`src/rtl/multicycle_sequencer_if.sv`:
```
// Bundle of fetch, data-memory, decoder and datapath-control signals driven by the sequencer.
interface multicycle_sequencer_if #(
  parameter int unsigned RET_W = 32
);
  logic [31:0]      inst_addr;
  logic             imem_req;
  logic             imem_ready;
  logic [31:0]      imem_rdata;
  logic [31:0]      inst;
  logic [3:0]       alu_control;
  logic             dmem_req;
  logic             dmem_we;
  logic             dmem_ready;
  logic             rf_we;
  logic             wb_sel;
  logic             alu_src_imm;
  logic             halted;
  logic             err;
  logic [RET_W-1:0] instret;

  modport master (
    output inst_addr, imem_req, inst, dmem_req, dmem_we, rf_we, wb_sel, alu_src_imm,
           halted, err, instret,
    input  imem_ready, imem_rdata, alu_control, dmem_ready
  );

  modport slave (
    input  inst_addr, imem_req, inst, dmem_req, dmem_we, rf_we, wb_sel, alu_src_imm,
           halted, err, instret,
    output imem_ready, imem_rdata, alu_control, dmem_ready
  );
endinterface

```
`src/rtl/multicycle_sequencer.sv`:
```
// Multi-cycle RV32I control FSM: fetch, decode, execute, memory, write-back, with timeout halt.
module multicycle_sequencer #(
  parameter logic [31:0] RESET_PC    = 32'h0000_0000,
  parameter int unsigned MEM_TIMEOUT = 16,
  parameter int unsigned RET_W       = 32
) (
  input logic                     clk,
  input logic                     rst,
  multicycle_sequencer_if.master  bus_io
);

  localparam logic [2:0] StFetch  = 3'd0;
  localparam logic [2:0] StDecode = 3'd1;
  localparam logic [2:0] StExec   = 3'd2;
  localparam logic [2:0] StMem    = 3'd3;
  localparam logic [2:0] StWb     = 3'd4;
  localparam logic [2:0] StHalt   = 3'd5;

  localparam logic [2:0] ClsR     = 3'd0;
  localparam logic [2:0] ClsI     = 3'd1;
  localparam logic [2:0] ClsLoad  = 3'd2;
  localparam logic [2:0] ClsStore = 3'd3;
  localparam logic [2:0] ClsLui   = 3'd4;

  localparam int unsigned CntW = (MEM_TIMEOUT > 2) ? $clog2(MEM_TIMEOUT) : 1;
  localparam logic [CntW-1:0] CntLast = CntW'(MEM_TIMEOUT - 1);

  logic [2:0]       state_q, state_d;
  logic [2:0]       cls_q, cls_d;
  logic [31:0]      pc_q, pc_d;
  logic [31:0]      inst_q, inst_d;
  logic [CntW-1:0]  cnt_q, cnt_d;
  logic [RET_W-1:0] instret_q, instret_d;
  logic             err_q, err_d;

  logic             dec_legal;
  logic [2:0]       dec_cls;

  always_comb begin
    dec_legal = 1'b1;
    dec_cls   = ClsR;
    case (inst_q[6:0])
      7'h33:   dec_cls = ClsR;
      7'h13:   dec_cls = ClsI;
      7'h03:   dec_cls = ClsLoad;
      7'h23:   dec_cls = ClsStore;
      7'h37:   dec_cls = ClsLui;
      default: dec_legal = 1'b0;
    endcase
  end

  always_comb begin
    state_d   = state_q;
    cls_d     = cls_q;
    pc_d      = pc_q;
    inst_d    = inst_q;
    cnt_d     = cnt_q;
    instret_d = instret_q;
    err_d     = err_q;
    case (state_q)
      StFetch: begin
        if (bus_io.imem_ready) begin
          inst_d  = bus_io.imem_rdata;
          cnt_d   = '0;
          state_d = StDecode;
        end else if (cnt_q == CntLast) begin
          err_d   = 1'b1;
          state_d = StHalt;
        end else begin
          cnt_d = cnt_q + 1'b1;
        end
      end
      StDecode: begin
        cnt_d = '0;
        if (!dec_legal || (bus_io.alu_control == 4'b1111)) begin
          state_d = StHalt;
        end else begin
          cls_d   = dec_cls;
          state_d = StExec;
        end
      end
      StExec: begin
        state_d = ((cls_q == ClsLoad) || (cls_q == ClsStore)) ? StMem : StWb;
      end
      StMem: begin
        if (bus_io.dmem_ready) begin
          cnt_d = '0;
          if (cls_q == ClsLoad) begin
            state_d = StWb;
          end else begin
            pc_d      = pc_q + 32'd4;
            instret_d = instret_q + 1'b1;
            state_d   = StFetch;
          end
        end else if (cnt_q == CntLast) begin
          err_d   = 1'b1;
          state_d = StHalt;
        end else begin
          cnt_d = cnt_q + 1'b1;
        end
      end
      StWb: begin
        pc_d      = pc_q + 32'd4;
        instret_d = instret_q + 1'b1;
        state_d   = StFetch;
      end
      StHalt:  state_d = StHalt;
      default: state_d = StHalt;
    endcase
  end

  always_ff @(posedge clk) begin
    if (rst) begin
      state_q   <= StFetch;
      cls_q     <= ClsR;
      pc_q      <= RESET_PC;
      inst_q    <= '0;
      cnt_q     <= '0;
      instret_q <= '0;
      err_q     <= 1'b0;
    end else begin
      state_q   <= state_d;
      cls_q     <= cls_d;
      pc_q      <= pc_d;
      inst_q    <= inst_d;
      cnt_q     <= cnt_d;
      instret_q <= instret_d;
      err_q     <= err_d;
    end
  end

  // Enables are gated by rst so nothing reaches memory or the register file while in reset.
  always_comb begin
    bus_io.inst_addr   = pc_q;
    bus_io.inst        = inst_q;
    bus_io.instret     = instret_q;
    bus_io.err         = err_q;
    bus_io.halted      = (state_q == StHalt);
    bus_io.imem_req    = !rst && (state_q == StFetch);
    bus_io.dmem_req    = !rst && (state_q == StMem);
    bus_io.dmem_we     = !rst && (state_q == StMem) && (cls_q == ClsStore);
    bus_io.rf_we       = !rst && (state_q == StWb) && (inst_q[11:7] != 5'd0);
    bus_io.wb_sel      = !rst && (state_q == StWb) && (cls_q == ClsLoad);
    bus_io.alu_src_imm = !rst && (cls_q != ClsR) &&
                         ((state_q == StExec) || (state_q == StMem) || (state_q == StWb));
  end

endmodule

```
`src/flat_wrapper.sv`:
```
// flat-port wrapper written by rule: the top's interface ports become plain ports
module multicycle_sequencer_flat 
#(
  parameter logic [31:0] RESET_PC    = 32'h0000_0000,
  parameter int unsigned MEM_TIMEOUT = 16,
  parameter int unsigned RET_W       = 32
)
  (clk, rst, bus_io_inst_addr, bus_io_imem_req, bus_io_inst, bus_io_dmem_req, bus_io_dmem_we, bus_io_rf_we, bus_io_wb_sel, bus_io_alu_src_imm, bus_io_halted, bus_io_err, bus_io_instret, bus_io_imem_ready, bus_io_imem_rdata, bus_io_alu_control, bus_io_dmem_ready);
  multicycle_sequencer_if #(.RET_W(RET_W)) bus_io_i ();
  input logic clk;
  input logic rst;
  output wire logic [$bits(bus_io_i.inst_addr)-1:0] bus_io_inst_addr;
  output wire logic [$bits(bus_io_i.imem_req)-1:0] bus_io_imem_req;
  output wire logic [$bits(bus_io_i.inst)-1:0] bus_io_inst;
  output wire logic [$bits(bus_io_i.dmem_req)-1:0] bus_io_dmem_req;
  output wire logic [$bits(bus_io_i.dmem_we)-1:0] bus_io_dmem_we;
  output wire logic [$bits(bus_io_i.rf_we)-1:0] bus_io_rf_we;
  output wire logic [$bits(bus_io_i.wb_sel)-1:0] bus_io_wb_sel;
  output wire logic [$bits(bus_io_i.alu_src_imm)-1:0] bus_io_alu_src_imm;
  output wire logic [$bits(bus_io_i.halted)-1:0] bus_io_halted;
  output wire logic [$bits(bus_io_i.err)-1:0] bus_io_err;
  output wire logic [$bits(bus_io_i.instret)-1:0] bus_io_instret;
  input wire logic [$bits(bus_io_i.imem_ready)-1:0] bus_io_imem_ready;
  input wire logic [$bits(bus_io_i.imem_rdata)-1:0] bus_io_imem_rdata;
  input wire logic [$bits(bus_io_i.alu_control)-1:0] bus_io_alu_control;
  input wire logic [$bits(bus_io_i.dmem_ready)-1:0] bus_io_dmem_ready;
  assign bus_io_inst_addr = bus_io_i.inst_addr;
  assign bus_io_imem_req = bus_io_i.imem_req;
  assign bus_io_inst = bus_io_i.inst;
  assign bus_io_dmem_req = bus_io_i.dmem_req;
  assign bus_io_dmem_we = bus_io_i.dmem_we;
  assign bus_io_rf_we = bus_io_i.rf_we;
  assign bus_io_wb_sel = bus_io_i.wb_sel;
  assign bus_io_alu_src_imm = bus_io_i.alu_src_imm;
  assign bus_io_halted = bus_io_i.halted;
  assign bus_io_err = bus_io_i.err;
  assign bus_io_instret = bus_io_i.instret;
  assign bus_io_i.imem_ready = bus_io_imem_ready;
  assign bus_io_i.imem_rdata = bus_io_imem_rdata;
  assign bus_io_i.alu_control = bus_io_alu_control;
  assign bus_io_i.dmem_ready = bus_io_dmem_ready;
  multicycle_sequencer #(.RESET_PC(RESET_PC), .MEM_TIMEOUT(MEM_TIMEOUT), .RET_W(RET_W)) u_core (.clk(clk), .rst(rst), .bus_io(bus_io_i));
endmodule
```
`config.mk`:
```
export PLATFORM = sky130hd
export DESIGN_NAME = multicycle_sequencer_flat
export DESIGN_NICKNAME = d
export VERILOG_FILES = /design/src/rtl/multicycle_sequencer_if.sv /design/src/rtl/multicycle_sequencer.sv /design/src/flat_wrapper.sv
export SDC_FILE = /design/constraint.sdc
export NUM_CORES = 1
export LEC_CHECK = 0
export CAP_MARGIN = 5
export CELL_PAD_IN_SITES_DETAIL_PLACEMENT = 1
export CELL_PAD_IN_SITES_GLOBAL_PLACEMENT = 1
export CORE_ASPECT_RATIO = 2
export CORE_MARGIN = 3
export CORE_UTILIZATION = 36
export DETAILED_ROUTE_END_ITERATION = 12
export GPL_TIMING_DRIVEN = 0
export PLACE_DENSITY_LB_ADDON = 0.1
export SLEW_MARGIN = 25
export SYNTH_ARGS = -nofsm -noshare
export SYNTH_HDL_FRONTEND = slang
export SYNTH_SLANG_ARGS = --single-unit
```
`constraint.sdc`:
```
create_clock -name clk -period 3.5 [get_ports clk]
set_clock_uncertainty 0.05 [all_clocks]
set_input_delay 0.525 -clock clk [delete_from_list [all_inputs] [get_ports clk]]
set_output_delay 0.525 -clock clk [all_outputs]
set_load 0.005 [all_outputs]
```
* Yosys cells after proc, flatten, opt, wreduce, memory -nomap -nowiden
Cells that the tools add are included.
** Cells by class
- Add/sub/neg operators :: 3
- $mul :: 0
- Divide/modulo/power cells :: 0
- $lt $le $gt $ge :: 0
- Equal/unequal tests :: 18
- Shift operators :: 0
- Mux-type cells :: 23
- Bitwise operators :: 1
- Reduce and logical (&&, ||, !) cells :: 25
** Operator list (count)
- $mux W32 :: 4
- $pmux W32 S2 :: 2
- $add A32 B1 Y32 const B :: 1
- $add A32 B3 Y32 const B :: 1
- $eq A7 B6 Y1 const B :: 3
- $mux W3 :: 6
- $pmux W3 S5 :: 1
- $eq A3 B2 Y1 const B :: 4
- $mux W4 :: 3
- $pmux W3 S4 :: 1
- $pmux W4 S3 :: 1
- $eq A4 B4 Y1 const B :: 2
- $logic_and A1 B1 Y1 :: 8
- $ne A2 B2 Y1 const B :: 4
- $eq A7 B2 Y1 const B :: 1
- $eq A7 B5 Y1 const B :: 1
- $eq A3 B3 Y1 const B :: 2
- $reduce_and A3 Y1 :: 2
- $reduce_bool A3 Y1 :: 2
- $reduce_bool A5 Y1 :: 1
- $reduce_or A5 Y1 :: 1
- $add A4 B1 Y4 const B :: 1
- $logic_or A1 B1 Y1 :: 4
- $mux W1 :: 4
- other kinds (7) :: 10
** Storage, ports and cells
- Bits in registers :: 107
- Bits in latches :: 0
- RAM bits :: 0
- ROM bits :: 0
- Input port bits :: 40
- Output and inout port bits :: 104
- Logic and storage cells :: 77
- Memories :: 0

* Longest topological paths before layout
Gate-level depths: netlist (run 1).
- Depth after elaboration :: 7
- Gate-level depth with buffers :: 8
- Gate-level depth less buffers :: 6

* Worst setup path after synthesis (run 1)
No wires, ideal clock.
- Path kind :: register to register
- Start point :: reg u_core.pc_q[9], in the netlist u_core.bus_io.inst_addr[9]
- End point :: reg u_core.pc_q[27], in the netlist u_core.bus_io.inst_addr[27]
- Setup time :: 0.071 ns
- Arrival :: 2.066 ns
- Required time :: 3.379 ns
- Slack :: 1.313 ns
- Cell stages (with the launch flop) :: 6
- Path buffers :: 0
- Period minus slack after synthesis :: 2.187 ns
- Cells stage by stage :: dfxtp_1 -> nand4_2 -> or4_4 -> or4_4 -> or3_1 -> a21oi_1
** On the way
- Word-level cells in the longest chain between the ends :: 4
** RTL lines
- start: declaration :: RTL line multicycle_sequencer.sv:30 : logic [31:0] pc_q, pc_d;
- start signal: assignment :: RTL line multicycle_sequencer.sv:124 : pc_q <= pc_d;
- $add A32 B3 Y32 * :: RTL line multicycle_sequencer.sv:91, multicycle_sequencer.sv:103
- $mux W32 :: RTL line multicycle_sequencer.sv:88 : if (cls_q == ClsLoad) begin
- $mux W32 :: RTL line multicycle_sequencer.sv:86 : if (bus_io.dmem_ready) begin
- $pmux W32 S2 * :: RTL line multicycle_sequencer.sv:60 : case (state_q)
Mark *: on every way between the ends. The rest lies on a longest branch, timed or not. The select of a mux whose other input is x is not followed.
A chain may end at the register's enable or synchronous reset.

* Worst setup path in the final report (run 1)
- Start point :: reg u_core.state_q[1]
- End point :: out bus_io_dmem_we
** On the way
- Word-level cells in the longest chain between the ends :: 3
** RTL lines
- start: declaration :: RTL line multicycle_sequencer.sv:28 : logic [2:0] state_q, state_d;
- start signal: assignment :: RTL line multicycle_sequencer.sv:114 : state_q <= StFetch;
- start signal: assignment :: RTL line multicycle_sequencer.sv:122 : state_q <= state_d;
- $eq A3 B2 Y1 :: RTL line multicycle_sequencer.sv:141 : bus_io.dmem_we = !rst && (state_q == StMem) && (cls_q == ClsStore);
- $logic_and A1 B1 Y1 (2 in series) :: RTL line multicycle_sequencer.sv:141
- end: declaration :: RTL line flat_wrapper.sv:16 : output wire logic [$bits(bus_io_i.dmem_we)-1:0] bus_io_dmem_we;
Every way passes these cells.

==> metrics.txt, run 1 <==
VDD IR max approximately 360 uV; die height between 150 and 200 um; Clock transition at path regs roughly 0.07 ns; area grow syn2layout 40.5%; Initial Util 0.371; synthesized-area fraction occupied by adder cells 0.00801; Critical Path Sink Type output port; cells taking the most area after synthesis dfxtp_1 45%, nand2_1 7.6%, xor2_1 6.2%; leakage around 2.2 nW; share of cells above drive strength 1 0.0380; final setup vio count 0; Initial DRC Count about 110; largest family of logic cells by synthesized area simple AND/OR/NAND/NOR gates; #FFs+latches synth roughly 110; CTS tree built; ys flop type dfxtp_1; Pre-Repair DR Iteration Count 4; syn_area_per_cell about 8 um^2; area leader, netlist dfxtp_1; Critical Path AT roughly 2.4 ns; part of the cycle the worst path needs 0.845; mux contribution to synthesized area 0.00214; H-Tree Depth 3; full die area 14500 um^2; post-synthesis simple-gate area fraction 0.308; diode count 0; vias post-DR ~4800; Num CTS Buffers 9; final hold vios 0; Worst Path Required 2.92 ns; hold buffer count at cts 0; Setup crit start kind register; later-pin clock latency in the skew report approximately 0.35 ns; initial antenna violation count 0; Cells after Synth 580; Placer Congestion about 0.82; CP max-delay cell clkdlybuf4s50_1; port buffer count 140; unrepaired setup endpoints after global routing no; CP dominant cell by count clkbuf_1; TNS Setup 0 ns; vias in the first global route roughly 5200; Post-CTS Setup Bufs 0; WL per Instance between 15 and 20 um; dpl hpwl between 10000 and 15000 um; Die X 86.7 um; DRC errors left 0; Clock Path Buffers 2; fillers around 1600; Max-slew headroom 0.304; Core Area ~13000 um^2; CTS sink cnt roughly 110; Rows 58; Seq/Total Area, Yosys 0.448; Post-Synth XOR/XNOR Area 0.0953; Async SR Flop Fraction 0; CTS root buf clkbuf_16; Nets a little under 800; EDFF count, synth 0; Power Total about 3.0 mW; DR vias/cell between 5 and 6; # resized after CTS 0; status complete, no violations; biggest cell delay along the critical path around 0.52 ns; cell area power density ~460 nW/um^2; cell chain of the critical path clkbuf_1 > clkbuf_1 > nand2_1 > nor3_1 > and3_1 > clkdlybuf4s50_1; post-synth top area share 0.448; worst-margin pin slew about 1.0 ns; grt total ovfl 0; kind of critical path reg2out; Post-Syn Area 4690 um^2; highest clock rate 338 MHz; max cap viols 0; worst hold path type in2reg; crit path max fanout 10; first-pass GRT wire length between 20000 and 30000 um; Yosys warnings 0; synth unique cells 50; largest net degree at the start of global routing 17; WL final 15500 um; Tot GR Track Use 0.220; post-synthesis compound-gate area fraction 0.100; Slew Limit Fails 0; min cycle time layout just under 3 ns; I/O Pins around 140; Detail Route Antenna Nets 0
==> metrics by stage <==
step	setup WS, ns	cells	hold slack [ns]	util	instance area, um^2
after detailed placement	0.547	871	0.401	0.497	6280
after CTS	0.547	887	0.359	0.522	6590
after global routing	0.302	887	0.389	0.522	6590
after global placement	0.565	871	0.392	0.497	6280
final	0.544	887	0.371	0.522	6590
after floorplan	1.31	581	0.399	-	4690
==> sequential cells by signal (all words and copies together), names as in the netlist <==
signal,flops
u_core.bus_io.inst,32
u_core.bus_io.instret,32
u_core.bus_io.inst_addr,30
u_core.cnt_q,4
u_core.cls_q,3
u_core.state_q,3
u_core.bus_io.err,1
==> path summary, 6_finish.rpt <==
check,from,to,slack [ns],depth (start not counted)
worst min-delay path,rst,u_core.state_q[1],0.37,2
worst max-delay path,u_core.state_q[1],bus_io_dmem_we,0.54,6
worst min register to register,u_core.bus_io.inst[22],u_core.bus_io.inst[22],0.41,2
worst max register to register,u_core.cls_q[0],u_core.bus_io.instret[5],0.80,6
==> critical path, delay by kind of cell, from the launching register on <==
kind	cells	cell delay, ns
and+or+nand+nor	3	0.53
buffers and inverters	3	1.20
DFF	1	0.30
==> kinds of logic after synthesis <==
logic type	after synthesis
AO/OA/AOI/OAI	83
XOR/XNOR	51
adder cells (fa/ha/maj)	3
buffers and inverters	40
flip-flops	105
multiplexers	1
other	1
AND/OR/NAND/NOR	296
==> layout make-up <==
type                            count  area (um^2)  share of cell area
Inverter                            7         26.3             0.00399
Clock buffer                       12          256              0.0389
Timing Repair Buffer              140         1400               0.213
Sequential cell                   105         2100               0.319
Tap cell                          150          188              0.0285
Multi-Input combinational cell    436         2410               0.367
Buffer                             33          148              0.0224
Clock inverter                      4         51.3             0.00779
==> per-layer routing <==
layer | part of all wire | vias to the layer above | global-route usage | wire length, um
met5 | 0 | - | 0 | 0
met2 | 0.57 | 126 | 0.419 | 8850
met4 | 0.028 | 0 | 0.0923 | 437
met3 | 0.050 | 26 | 0.0561 | 771
met1 | 0.35 | 2353 | 0.216 | 5460
li1 | - | 2320 | - | -
==> layout by cell type, fill, tap and decap left out, types with 2 or more instances in the layout <==
| master | instances |
|---|---|
| clkbuf_16 | 9 |
| dfxtp_1 | 105 |
| a211o_1 | 2 |
| a21oi_1 | 54 |
| xor2_1 | 33 |
| and2_1 | 2 |
| inv_1 | 7 |
| or3_1 | 10 |
| nor2_1 | 71 |
| a31oi_1 | 2 |
| buf_4 | 2 |
| conb_1 | 2 |
| or4_1 | 6 |
| a211oi_1 | 3 |
| and4_1 | 4 |
| or4_4 | 2 |
| clkdlybuf4s50_1 | 140 |
| buf_2 | 2 |
| nand4_1 | 32 |
| nor3_1 | 17 |
| ha_1 | 3 |
| nand3_1 | 24 |
| nand2_1 | 95 |
| nand4b_1 | 2 |
| nor4_1 | 11 |
| clkbuf_8 | 2 |
| clkbuf_1 | 27 |
| and3_1 | 8 |
| nor2b_1 | 3 |
| a41oi_1 | 2 |
| nor4b_1 | 2 |
| o21ai_0 | 11 |
| xnor2_1 | 18 |
==> cells in the mapped netlist, types with 3 or more instances <==
library cell and number:
nor2_1 71, or4_1 6, xnor2_1 18, clkbuf_1 26, nand3_1 24, nor4_1 11, dfxtp_1 105, nor2b_1 3
and3_1 8, and4_1 4, nand4_1 32, a211oi_1 3, or3_1 10, a21oi_1 54, inv_1 7, o21ai_0 11
nand2_1 95, ha_1 3, nor3_1 17, xor2_1 33
==> power by group <==
group          internal [mW]  leakage [nW]  switching (mW)
Combinational          0.288          1.20           0.372
Clock                  0.595         0.149           0.458
Sequential              1.27         0.851          0.0614
(Power assumes the default switching activity.)
==> run 2: changes to the inputs <==
CORE_UTILIZATION = 30   (was 36)
clock period = 2.6 ns   (was 3.5 ns; I/O delays follow)
==> run 2 against run 1 <==
Effect of this change: critical path depth decreased by 1; cell count increased by 5.2%; sequential power increased by 36%; critical path type is now reg2reg.
==> metrics.txt, run 2 (synthesis results as in run 1) <==
status complete, no violations (unchanged); Max-slew headroom 0.316 (was 0.304); Setup crit start kind register (unchanged); cell area power density 625 nW/um^2 (was 463 nW/um^2); commonest non-fill, non-tap cell in the layout clkdlybuf4s50_1 (unchanged); met2 global-route usage 0.358 (was 0.419); Die X 94.4 um (was 86.7 um); Worst Path Required 2.82 ns (was 2.92 ns); final setup vio count 0 (unchanged); Critical Path Sink Type register (was output port); largest net degree at the start of global routing 17 (unchanged); worst-margin pin slew 1.02 ns (was 1.04 ns); final core utilization 0.437 (was 0.522); Int Pwr 2.96 mW (was 2.16 mW); dpl hpwl 12100 um (was 11900 um); CTS tree built (unchanged); area grow syn2layout 42.7% (was 40.5%); met1 Use GR 0.184 (was 0.216); CTS root buf clkbuf_16 (unchanged); min cycle time layout between 2 and 2.5 ns; die height 183 um (was 167 um); full die area 17300 um^2 (was 14500 um^2); Rows 64 (was 58); Placer Congestion 0.837 (was 0.824); Clock Path Buffers 2 (unchanged); crit path max fanout 9 (was 10); Num CTS Buffers 9 (unchanged); max cap viols 0 (unchanged); Pre-Repair DR Iteration Count 4 (unchanged); H-Tree Depth 3 (unchanged); highest clock rate roughly 400 MHz; placed insts 919 (was 871); I/O Pins 144 (unchanged); Logic pwr share 0.215 (was 0.217); final hold slack 0.254 ns (was 0.371 ns); vias in the first global route 5047 (was 5178); most frequent cells in the layout 139 x clkdlybuf4s50_1, 104 x dfxtp_1, 95 x nand2_1 (was 140 x clkdlybuf4s50_1, 105 x dfxtp_1, 95 x nand2_1); Initial DRC Count 111 (was 114); worst hold path type in2reg (unchanged); first-pass GRT wire length 25300 um (was 25700 um); CTS sink cnt 105 (unchanged); non-filler cells, final 933 (was 887); clock power share 0.352 (was 0.346); later-pin clock latency in the skew report 0.34 ns (was 0.35 ns); DRC errors left 0 (unchanged); Clock transition at path regs 0.07 ns (about the same); unrepaired setup endpoints after global routing no (unchanged); Core Area 15300 um^2 (was 12600 um^2); Sw Share 0.292 (was 0.293); WL per Instance 16.7 um (was 17.5 um); M3 GR Usage 0.0513 (was 0.0561); Tot GR Track Use 0.184 (was 0.220); fillers 1805 (was 1563); part of the cycle the worst path needs 0.952; Reg power frac 0.433 (was 0.438); port buffer count 140 (unchanged); vias post-DR 4740 (was 4825); grt peak-use layer met2 (unchanged); Post-CTS Setup Bufs 0 (unchanged); Detail Route Antenna Nets 0 (unchanged); WL final 15600 um (was 15500 um); final hold vios 0 (unchanged); leakage 2.23 nW (was 2.20 nW); share of cells above drive strength 1 0.0490 (was 0.0380); Nets 774 (was 775); Initial Util 0.306 (was 0.371); VDD IR max 354 uV (was 359 uV); DR vias/cell 5.08 (was 5.44); initial antenna violation count 0 (unchanged); Sw Pwr 1.22 mW (was 0.892 mW); Critical Path AT 2.70 ns (was 2.38 ns); kind of critical path reg2reg (was reg2out); Slew Limit Fails 0 (unchanged); grt total ovfl 0 (unchanged); diode count 0 (unchanged)
run 2: worst max-delay path, stage by stage (launching register included):
cell and delay, ns:
dfxtp_1 0.39, nor2b_1 0.35, a41oi_2 0.43, or4_4 0.71, or3_1 0.34, a21oi_1 0.14
run 2: final timing paths:
path                            cells past startpoint  slack, ns                   start                     endpoint
worst max-delay path                                5       0.13       u_core.state_q[0]  u_core.bus_io.inst_addr[27]
worst min register to register                      2       0.41  u_core.bus_io.inst[21]       u_core.bus_io.inst[21]
worst min-delay path                                2       0.25                     rst            u_core.state_q[1]
worst max register to register                      5       0.13       u_core.state_q[0]  u_core.bus_io.inst_addr[27]
run 2: power groups by stage:
| stage | combinational [mW] | clock [mW] | sequential (mW) |
|---|---|---|---|
| final | 0.897 | 1.47 | 1.81 |
| after global routing | 0.995 | 1.58 | 1.83 |
| after floorplan | 0.464 | 0 | 1.83 |
| after detailed placement | 0.901 | 0 | 1.84 |
| after CTS | 0.905 | 1.51 | 1.81 |
| after global placement | 0.877 | 0 | 1.83 |
run 2: timing repair:
| item | 4_1_cts | 5_1_grt |
|---|---|---|
| hold buffers | 0 | 0 |
| resized for setup | 4 | 10 |
| endpoints found under the setup margin | 16 | 29 |
run 2: metrics by stage:
stage                     setup WS, ns  cell area, um^2  total power, mW  TNS (ns)
after floorplan                  0.413             4690             2.29         0
after global placement          -0.324             6340             2.71     -4.39
after detailed placement        -0.384             6340             2.74     -5.32
after CTS                     0.000326             6660             4.23         0
after global routing           0.00537             6690             4.40         0
final                            0.125             6690             4.18         0
run 2: final cells by class:
cell class | instances | area, um^2 | area share
inverter | 7 | 26.3 | 0.00393
sequential | 105 | 2100 | 0.315
clock inverter | 4 | 76.3 | 0.0114
tap | 198 | 248 | 0.0370
multi-input combinational | 436 | 2450 | 0.366
timing repair buffer | 140 | 1400 | 0.210
buffer | 32 | 150 | 0.0225
clock buffer | 11 | 233 | 0.0348
run 2: layer usage:
metal / share of wire / vias to the layer above
li1: - / 2314
met3: 0.057 / 15
met5: 0 / -
met2: 0.57 / 106
met1: 0.36 / 2305
met4: 0.014 / 0
